**config.mk**
```make
export PLATFORM = sky130hd
export DESIGN_NAME = uart_tx_arbiter_flat
export DESIGN_NICKNAME = d
export VERILOG_FILES = /design/src/rtl/uart_tx_arbiter_if.sv /design/src/rtl/uart_tx_arbiter.sv /design/src/flat_wrapper.sv
export SDC_FILE = /design/constraint.sdc
export NUM_CORES = 1
export LEC_CHECK = 0
export ABC_AREA = 1
export ABC_CLOCK_PERIOD_IN_PS = 5150
export CORE_UTILIZATION = 55
export CTS_BUF_LIST = sky130_fd_sc_hd__clkbuf_8
export DETAILED_ROUTE_END_ITERATION = 10
export GPL_ROUTABILITY_DRIVEN = 0
export GPL_TIMING_DRIVEN = 0
export MAX_ROUTING_LAYER = met4
export PLACE_DENSITY = 0.91
export SETUP_SLACK_MARGIN = 0.15
export SKIP_CTS_REPAIR_TIMING = 1
export SYNTH_ARGS = -nofsm -noshare
export SYNTH_HDL_FRONTEND = slang
export SYNTH_SLANG_ARGS = --single-unit
```
**constraint.sdc**
```tcl
create_clock -name clk -period 5.15 [get_ports clk]
set_input_delay 0.515 -clock clk [delete_from_list [all_inputs] [get_ports clk]]
set_output_delay 0.515 -clock clk [all_outputs]
set_load 0.02 [all_outputs]
```
**src/rtl/uart_tx_arbiter_if.sv**
```systemverilog
// rtl/uart_tx_arbiter_if.sv - requester and UART handshake bundle for uart_tx_arbiter
interface uart_tx_arbiter_if #(
  parameter int N_REQ = 4,
  parameter int ID_W  = $clog2(N_REQ)
);
  logic [N_REQ-1:0]   req;
  logic [8*N_REQ-1:0] req_data;
  logic [N_REQ-1:0]   ack;
  logic [7:0]         uart_tx_byte;
  logic               uart_send_request;
  logic               uart_busy;
  logic               uart_byte_available;
  logic [ID_W-1:0]    grant_id;
  logic               active;

  modport master (
    input  req, req_data, uart_busy, uart_byte_available,
    output ack, uart_tx_byte, uart_send_request, grant_id, active
  );

  modport slave (
    output req, req_data, uart_busy, uart_byte_available,
    input  ack, uart_tx_byte, uart_send_request, grant_id, active
  );
endinterface

```
**src/rtl/uart_tx_arbiter.sv**
```systemverilog
// rtl/uart_tx_arbiter.sv - round-robin sharing of one half-duplex UART transmitter
// Retries transparently when an RX frame steals the UART's shared busy period.
module uart_tx_arbiter #(
  parameter int N_REQ        = 4,
  parameter int TIMEOUT_CLKS = 2048,
  parameter int ID_W         = $clog2(N_REQ)
) (
  input logic               clk,
  input logic               rst_n,
  uart_tx_arbiter_if.master bus
);
  localparam int CNT_W = $clog2(TIMEOUT_CLKS + 1);

  typedef enum logic [1:0] {IDLE, ISSUE, WAIT_DONE} state_t;

  state_t             state_q, state_d;
  logic [ID_W-1:0]    ptr_q, ptr_d;
  logic [CNT_W-1:0]   cnt_q, cnt_d;
  logic               rx_seen_q, rx_seen_d;
  logic               busy_q, avail_q;
  logic [N_REQ-1:0]   ack_q, ack_d;
  logic               send_q, send_d;
  logic [7:0]         byte_q, byte_d;
  logic [ID_W-1:0]    gid_q, gid_d;
  logic               active_q, active_d;

  logic               found;
  logic [ID_W-1:0]    winner;
  logic [ID_W-1:0]    idx;

  // Scan from farthest to nearest so the requester closest to the pointer wins.
  always_comb begin
    found  = 1'b0;
    winner = '0;
    idx    = '0;
    for (int d = N_REQ - 1; d >= 0; d--) begin
      idx = ID_W'((int'(ptr_q) + d) % N_REQ);
      if (bus.req[idx]) begin
        found  = 1'b1;
        winner = idx;
      end
    end
  end

  always_comb begin
    state_d   = state_q;
    ptr_d     = ptr_q;
    cnt_d     = cnt_q;
    rx_seen_d = rx_seen_q;
    ack_d     = '0;
    send_d    = send_q;
    byte_d    = byte_q;
    gid_d     = gid_q;
    active_d  = active_q;
    unique case (state_q)
      IDLE: begin
        if (found && !busy_q) begin
          byte_d   = bus.req_data[{winner, 3'b000} +: 8];
          gid_d    = winner;
          active_d = 1'b1;
          send_d   = 1'b1;
          cnt_d    = '0;
          state_d  = ISSUE;
        end
      end
      ISSUE: begin
        if (busy_q) begin
          send_d    = 1'b0;
          rx_seen_d = 1'b0;
          state_d   = WAIT_DONE;
        end else if (cnt_q == CNT_W'(TIMEOUT_CLKS - 1)) begin
          send_d   = 1'b0;
          active_d = 1'b0;
          state_d  = IDLE;
        end else begin
          cnt_d = cnt_q + CNT_W'(1);
        end
      end
      WAIT_DONE: begin
        rx_seen_d = rx_seen_q | avail_q;
        if (!busy_q) begin
          // A byte_available during the busy period means it was RX, not our TX.
          if (rx_seen_q || avail_q) begin
            send_d  = 1'b1;
            cnt_d   = '0;
            state_d = ISSUE;
          end else begin
            ack_d    = N_REQ'(1) << gid_q;
            ptr_d    = (gid_q == ID_W'(N_REQ - 1)) ? '0 : gid_q + ID_W'(1);
            active_d = 1'b0;
            state_d  = IDLE;
          end
        end
      end
      default: state_d = IDLE;
    endcase
  end

  // busy_q resets high so nothing issues until the UART has been seen idle.
  always_ff @(posedge clk or negedge rst_n) begin
    if (!rst_n) begin
      state_q   <= IDLE;
      ptr_q     <= '0;
      cnt_q     <= '0;
      rx_seen_q <= 1'b0;
      busy_q    <= 1'b1;
      avail_q   <= 1'b0;
      ack_q     <= '0;
      send_q    <= 1'b0;
      byte_q    <= '0;
      gid_q     <= '0;
      active_q  <= 1'b0;
    end else begin
      state_q   <= state_d;
      ptr_q     <= ptr_d;
      cnt_q     <= cnt_d;
      rx_seen_q <= rx_seen_d;
      busy_q    <= bus.uart_busy;
      avail_q   <= bus.uart_byte_available;
      ack_q     <= ack_d;
      send_q    <= send_d;
      byte_q    <= byte_d;
      gid_q     <= gid_d;
      active_q  <= active_d;
    end
  end

  assign bus.ack               = ack_q;
  assign bus.uart_send_request = send_q;
  assign bus.uart_tx_byte      = byte_q;
  assign bus.grant_id          = gid_q;
  assign bus.active            = active_q;
endmodule

```
**src/flat_wrapper.sv**
```systemverilog
// flat-port wrapper written by rule: the top's interface ports become plain ports
module uart_tx_arbiter_flat 
#(
  parameter int N_REQ        = 4,
  parameter int TIMEOUT_CLKS = 2048,
  parameter int ID_W         = $clog2(N_REQ)
)
  (clk, rst_n, bus_req, bus_req_data, bus_uart_busy, bus_uart_byte_available, bus_ack, bus_uart_tx_byte, bus_uart_send_request, bus_grant_id, bus_active);
  uart_tx_arbiter_if #(.N_REQ(N_REQ), .ID_W(ID_W)) bus_i ();
  input logic clk;
  input logic rst_n;
  input wire logic [$bits(bus_i.req)-1:0] bus_req;
  input wire logic [$bits(bus_i.req_data)-1:0] bus_req_data;
  input wire logic [$bits(bus_i.uart_busy)-1:0] bus_uart_busy;
  input wire logic [$bits(bus_i.uart_byte_available)-1:0] bus_uart_byte_available;
  output wire logic [$bits(bus_i.ack)-1:0] bus_ack;
  output wire logic [$bits(bus_i.uart_tx_byte)-1:0] bus_uart_tx_byte;
  output wire logic [$bits(bus_i.uart_send_request)-1:0] bus_uart_send_request;
  output wire logic [$bits(bus_i.grant_id)-1:0] bus_grant_id;
  output wire logic [$bits(bus_i.active)-1:0] bus_active;
  assign bus_i.req = bus_req;
  assign bus_i.req_data = bus_req_data;
  assign bus_i.uart_busy = bus_uart_busy;
  assign bus_i.uart_byte_available = bus_uart_byte_available;
  assign bus_ack = bus_i.ack;
  assign bus_uart_tx_byte = bus_i.uart_tx_byte;
  assign bus_uart_send_request = bus_i.uart_send_request;
  assign bus_grant_id = bus_i.grant_id;
  assign bus_active = bus_i.active;
  uart_tx_arbiter #(.N_REQ(N_REQ), .TIMEOUT_CLKS(TIMEOUT_CLKS), .ID_W(ID_W)) u_core (.clk(clk), .rst_n(rst_n), .bus(bus_i));
endmodule
```
==> results.md <==
- Outcome: completed
- Depth of the worst register-to-register path: 11
- RSZ-0062 raised after global routing: false
- CTS max path bufs: 2
- GRT Util Overall: 0.275
- Clock transition at path regs: 70 ps
- Pin count of the biggest net entering global routing: 36
- Post-synth net total: 383
- Seq cells post-synth: 35
- Data arrival, critical path: 2380 ps
- First-pass GRT wire length: 9030 um
- Slack of the worst reg-to-reg path: 3050 ps
- H-tree depth: 2
- Final standard cell utilization of the core: 0.748
- CTS tree: yes
- Fin crit share: 0.418
- Type of element capturing the critical path: flop
- Share of layout cells above drive strength 1: 0.0682
- Routed vias/inst: 5.13
- Least-Margin Pin Slew: 771 ps
- DP Area: 2930 sq um
- Antenna fix cells: 0
- Clk Tree Root Cell: sky130_fd_sc_hd__clkbuf_8
- First-pass DRT Iterations: 4
- Peak supply drop: 411 uV
- Final setup margin: 3000 ps
- Final Power: 1.67 mW
- ANT nets after route: 0
- Die outline area: 4480 sq um
- Fin Clk Skew: 4.09 ps
- Number of max-cap violations: 0
- Max-slew violations: 0
- Normalized max-slew margin: 0.486
- Final routed DRC violation total: 0
- Required @ worst endpoint: 5380 ps
- Final min period: 2150 ps
- Instance count of the mapped netlist: 333
- Synthesis-to-layout area growth: 30.1%
- Peak Freq: 0.465 GHz
- Power per standard cell area: 554 nW/um^2
- Initial antenna violation count: 0
- Final Hold Fails: 0
- Launching element of the worst setup path: bus_req[0]
- Type of element launching the critical path: input pin
- Maximum fanout count along the critical path: 7
- Leakage power summed over all cells: 1.52 nW
- First DRT Iteration DRCs: 82
- Core ar.: 4030 sq um
- # rows: 23
- Layout filler cell count: 307
- Clock latency reported for the late side of the worst-skew pair: 290 ps
- Hold Path Class: in -> async
- Synth Warn #: 0
- Final Routed Wirelength: 5410 um
- Sequential cell area fraction in the yosys report: 0.378
- Total of buffers placed on input and output ports: 55
- Final instance area: 3020 sq um
- Count of clock tree sinks: 35
- Number of unique standard cell types used by synthesis: 27
- Vias after detailed routing: 2288
- Final Net Count: 445
- Vertical die dimension: 66.9 um
- DR WL/cell: 12.1 um
- Vias in the first global route: 2238
- Endpoints failing setup: 0
- Syn avg cell area: 6.96 sq um
- Post-place setup slack: 2680 ps
- DP Wirelength: 4040 um
- Total global routing overflow: 0
- Capture instance of the worst register-to-register path: u_core.bus.uart_tx_byte[6]
- Startpoint of the worst-slack reg-to-reg timing path: u_core.ptr_q[0]
- Total negative slack: 0 ps
- Initial Util: 0.575
- Critical path class: in -> reg
- Top-level I/O count: 56
- Die W: 66.9 um
- Synthesized area: 2320 sq um
- Number of buffers inserted during clock tree synthesis: 5
==> cell usage after synthesis <==
master | instances | area share
sky130_fd_sc_hd__a21boi_0 | 1 | 0.0032
sky130_fd_sc_hd__nor2_1 | 20 | 0.032
sky130_fd_sc_hd__buf_8 | 1 | 0.0065
sky130_fd_sc_hd__inv_2 | 2 | 0.0032
sky130_fd_sc_hd__nand2_2 | 8 | 0.022
sky130_fd_sc_hd__or2_1 | 6 | 0.016
sky130_fd_sc_hd__nand2_1 | 95 | 0.15
sky130_fd_sc_hd__nor3_1 | 4 | 0.0086
sky130_fd_sc_hd__nor2_2 | 1 | 0.0027
sky130_fd_sc_hd__o211ai_1 | 7 | 0.023
sky130_fd_sc_hd__buf_4 | 1 | 0.0032
sky130_fd_sc_hd__nand4_1 | 5 | 0.013
sky130_fd_sc_hd__inv_1 | 62 | 0.10
sky130_fd_sc_hd__nor2_4 | 1 | 0.0049
sky130_fd_sc_hd__buf_6 | 2 | 0.0097
sky130_fd_sc_hd__o21ai_0 | 15 | 0.032
sky130_fd_sc_hd__nand3_1 | 36 | 0.078
sky130_fd_sc_hd__xnor2_1 | 1 | 0.0038
sky130_fd_sc_hd__and3_1 | 1 | 0.0027
sky130_fd_sc_hd__o21ai_1 | 7 | 0.015
sky130_fd_sc_hd__dfrtp_1 | 34 | 0.37
sky130_fd_sc_hd__ha_1 | 10 | 0.054
sky130_fd_sc_hd__a21oi_1 | 4 | 0.0086
sky130_fd_sc_hd__or2_2 | 1 | 0.0027
sky130_fd_sc_hd__clkbuf_1 | 2 | 0.0032
sky130_fd_sc_hd__xor2_1 | 5 | 0.019
sky130_fd_sc_hd__dfstp_2 | 1 | 0.011
==> cells by family after synthesis <==
kind of cell / synth area share
adders and majority gates: 0.0540
buffers and inverters: 0.126
xor gates and xnor gates: 0.0227
DFF: 0.378
and+or+nand+nor: 0.337
AOI/OAI and AO/OA: 0.0820
==> layout by cell type, fill, tap and decap left out, types with 2 or more instances in the layout <==
cell,netlist,routed
sky130_fd_sc_hd__dfrtp_1,34,34
sky130_fd_sc_hd__nand2_1,95,95
sky130_fd_sc_hd__clkdlybuf4s50_1,0,54
sky130_fd_sc_hd__nand4_1,5,5
sky130_fd_sc_hd__nor3_1,4,4
sky130_fd_sc_hd__clkbuf_8,0,5
sky130_fd_sc_hd__inv_1,62,62
sky130_fd_sc_hd__a21oi_1,4,4
sky130_fd_sc_hd__xor2_1,5,5
sky130_fd_sc_hd__nor2_1,20,20
sky130_fd_sc_hd__clkinvlp_4,0,2
sky130_fd_sc_hd__nand2_2,8,8
sky130_fd_sc_hd__or2_1,6,6
sky130_fd_sc_hd__buf_6,2,2
sky130_fd_sc_hd__o21ai_0,15,15
sky130_fd_sc_hd__nand3_1,36,36
sky130_fd_sc_hd__ha_1,10,10
sky130_fd_sc_hd__o21ai_1,7,7
sky130_fd_sc_hd__clkbuf_1,2,2
sky130_fd_sc_hd__o211ai_1,7,7
sky130_fd_sc_hd__inv_2,2,2
==> final cells by class <==
type                    count  area [sq um]  area share
plain buffers               6          52.6      0.0174
clock buffers               5          68.8      0.0228
clock inverters             3          20.0     0.00664
inverters                  64           240      0.0797
multi-input cells         228          1150       0.381
flip-flops and latches     35           877       0.291
well taps                  50          62.6      0.0207
repair buffers             55           546       0.181
==> per-layer routing <==
layer  GRT usage  vias up  part of all wire
met5           -        -                 0
met3      0.0462       19             0.037
met1       0.291     1045              0.42
met2       0.480       71              0.50
li1            -     1153                 -
met4       0.157        0             0.036
==> critical path: stages <==
cell and delay (ps):
sky130_fd_sc_hd__clkdlybuf4s50_1 470, sky130_fd_sc_hd__nand2_1 50, sky130_fd_sc_hd__nand2_1 100, sky130_fd_sc_hd__nand2_2 70, sky130_fd_sc_hd__nand2_2 100, sky130_fd_sc_hd__nor2_1 50, sky130_fd_sc_hd__nand2_1 80, sky130_fd_sc_hd__nand3_1 180
sky130_fd_sc_hd__nor2_1 490, sky130_fd_sc_hd__nand3_1 160, sky130_fd_sc_hd__nand3_1 100
==> power by group <==
| group | switching, mW | internal [mW] |
|---|---|---|
| clock network | 0.106 | 0.0940 |
| registers | 0.0653 | 0.355 |
| logic | 0.640 | 0.408 |
| total | 0.812 | 0.857 |
==> how the worst max path moves through the flow <==
stage	to	slack (ps)	cells past startpoint
after floorplan	u_core.bus.uart_tx_byte[0]	3460	12
after global placement	u_core.bus.uart_tx_byte[6]	2730	11
after detailed placement	u_core.bus.uart_tx_byte[6]	2680	11
after CTS	u_core.bus.uart_tx_byte[6]	2990	11
after global routing	u_core.bus.uart_tx_byte[7]	2800	11
final	u_core.bus.uart_tx_byte[6]	3000	11
==> metrics by stage <==
step	cells	hold slack, ps
2_1_floorplan	333	219
3_3_place_gp	438	457
3_5_place_dp	438	481
4_1_cts	446	315
5_1_grt	446	354
6_report	446	295
==> sequential cells by signal, summed over array words and instances, names as in the netlist <==
signal / cells
u_core.ptr_q: 2
u_core.bus.ack: 4
u_core.busy_q: 1
u_core.cnt_q: 12
u_core.bus.uart_tx_byte: 8
u_core.bus.grant_id: 2
u_core.avail_q: 1
u_core.rx_seen_q: 1
u_core.bus.active: 1
u_core.bus.uart_send_request: 1
u_core.state_q: 2
(Power assumes the default switching activity.)
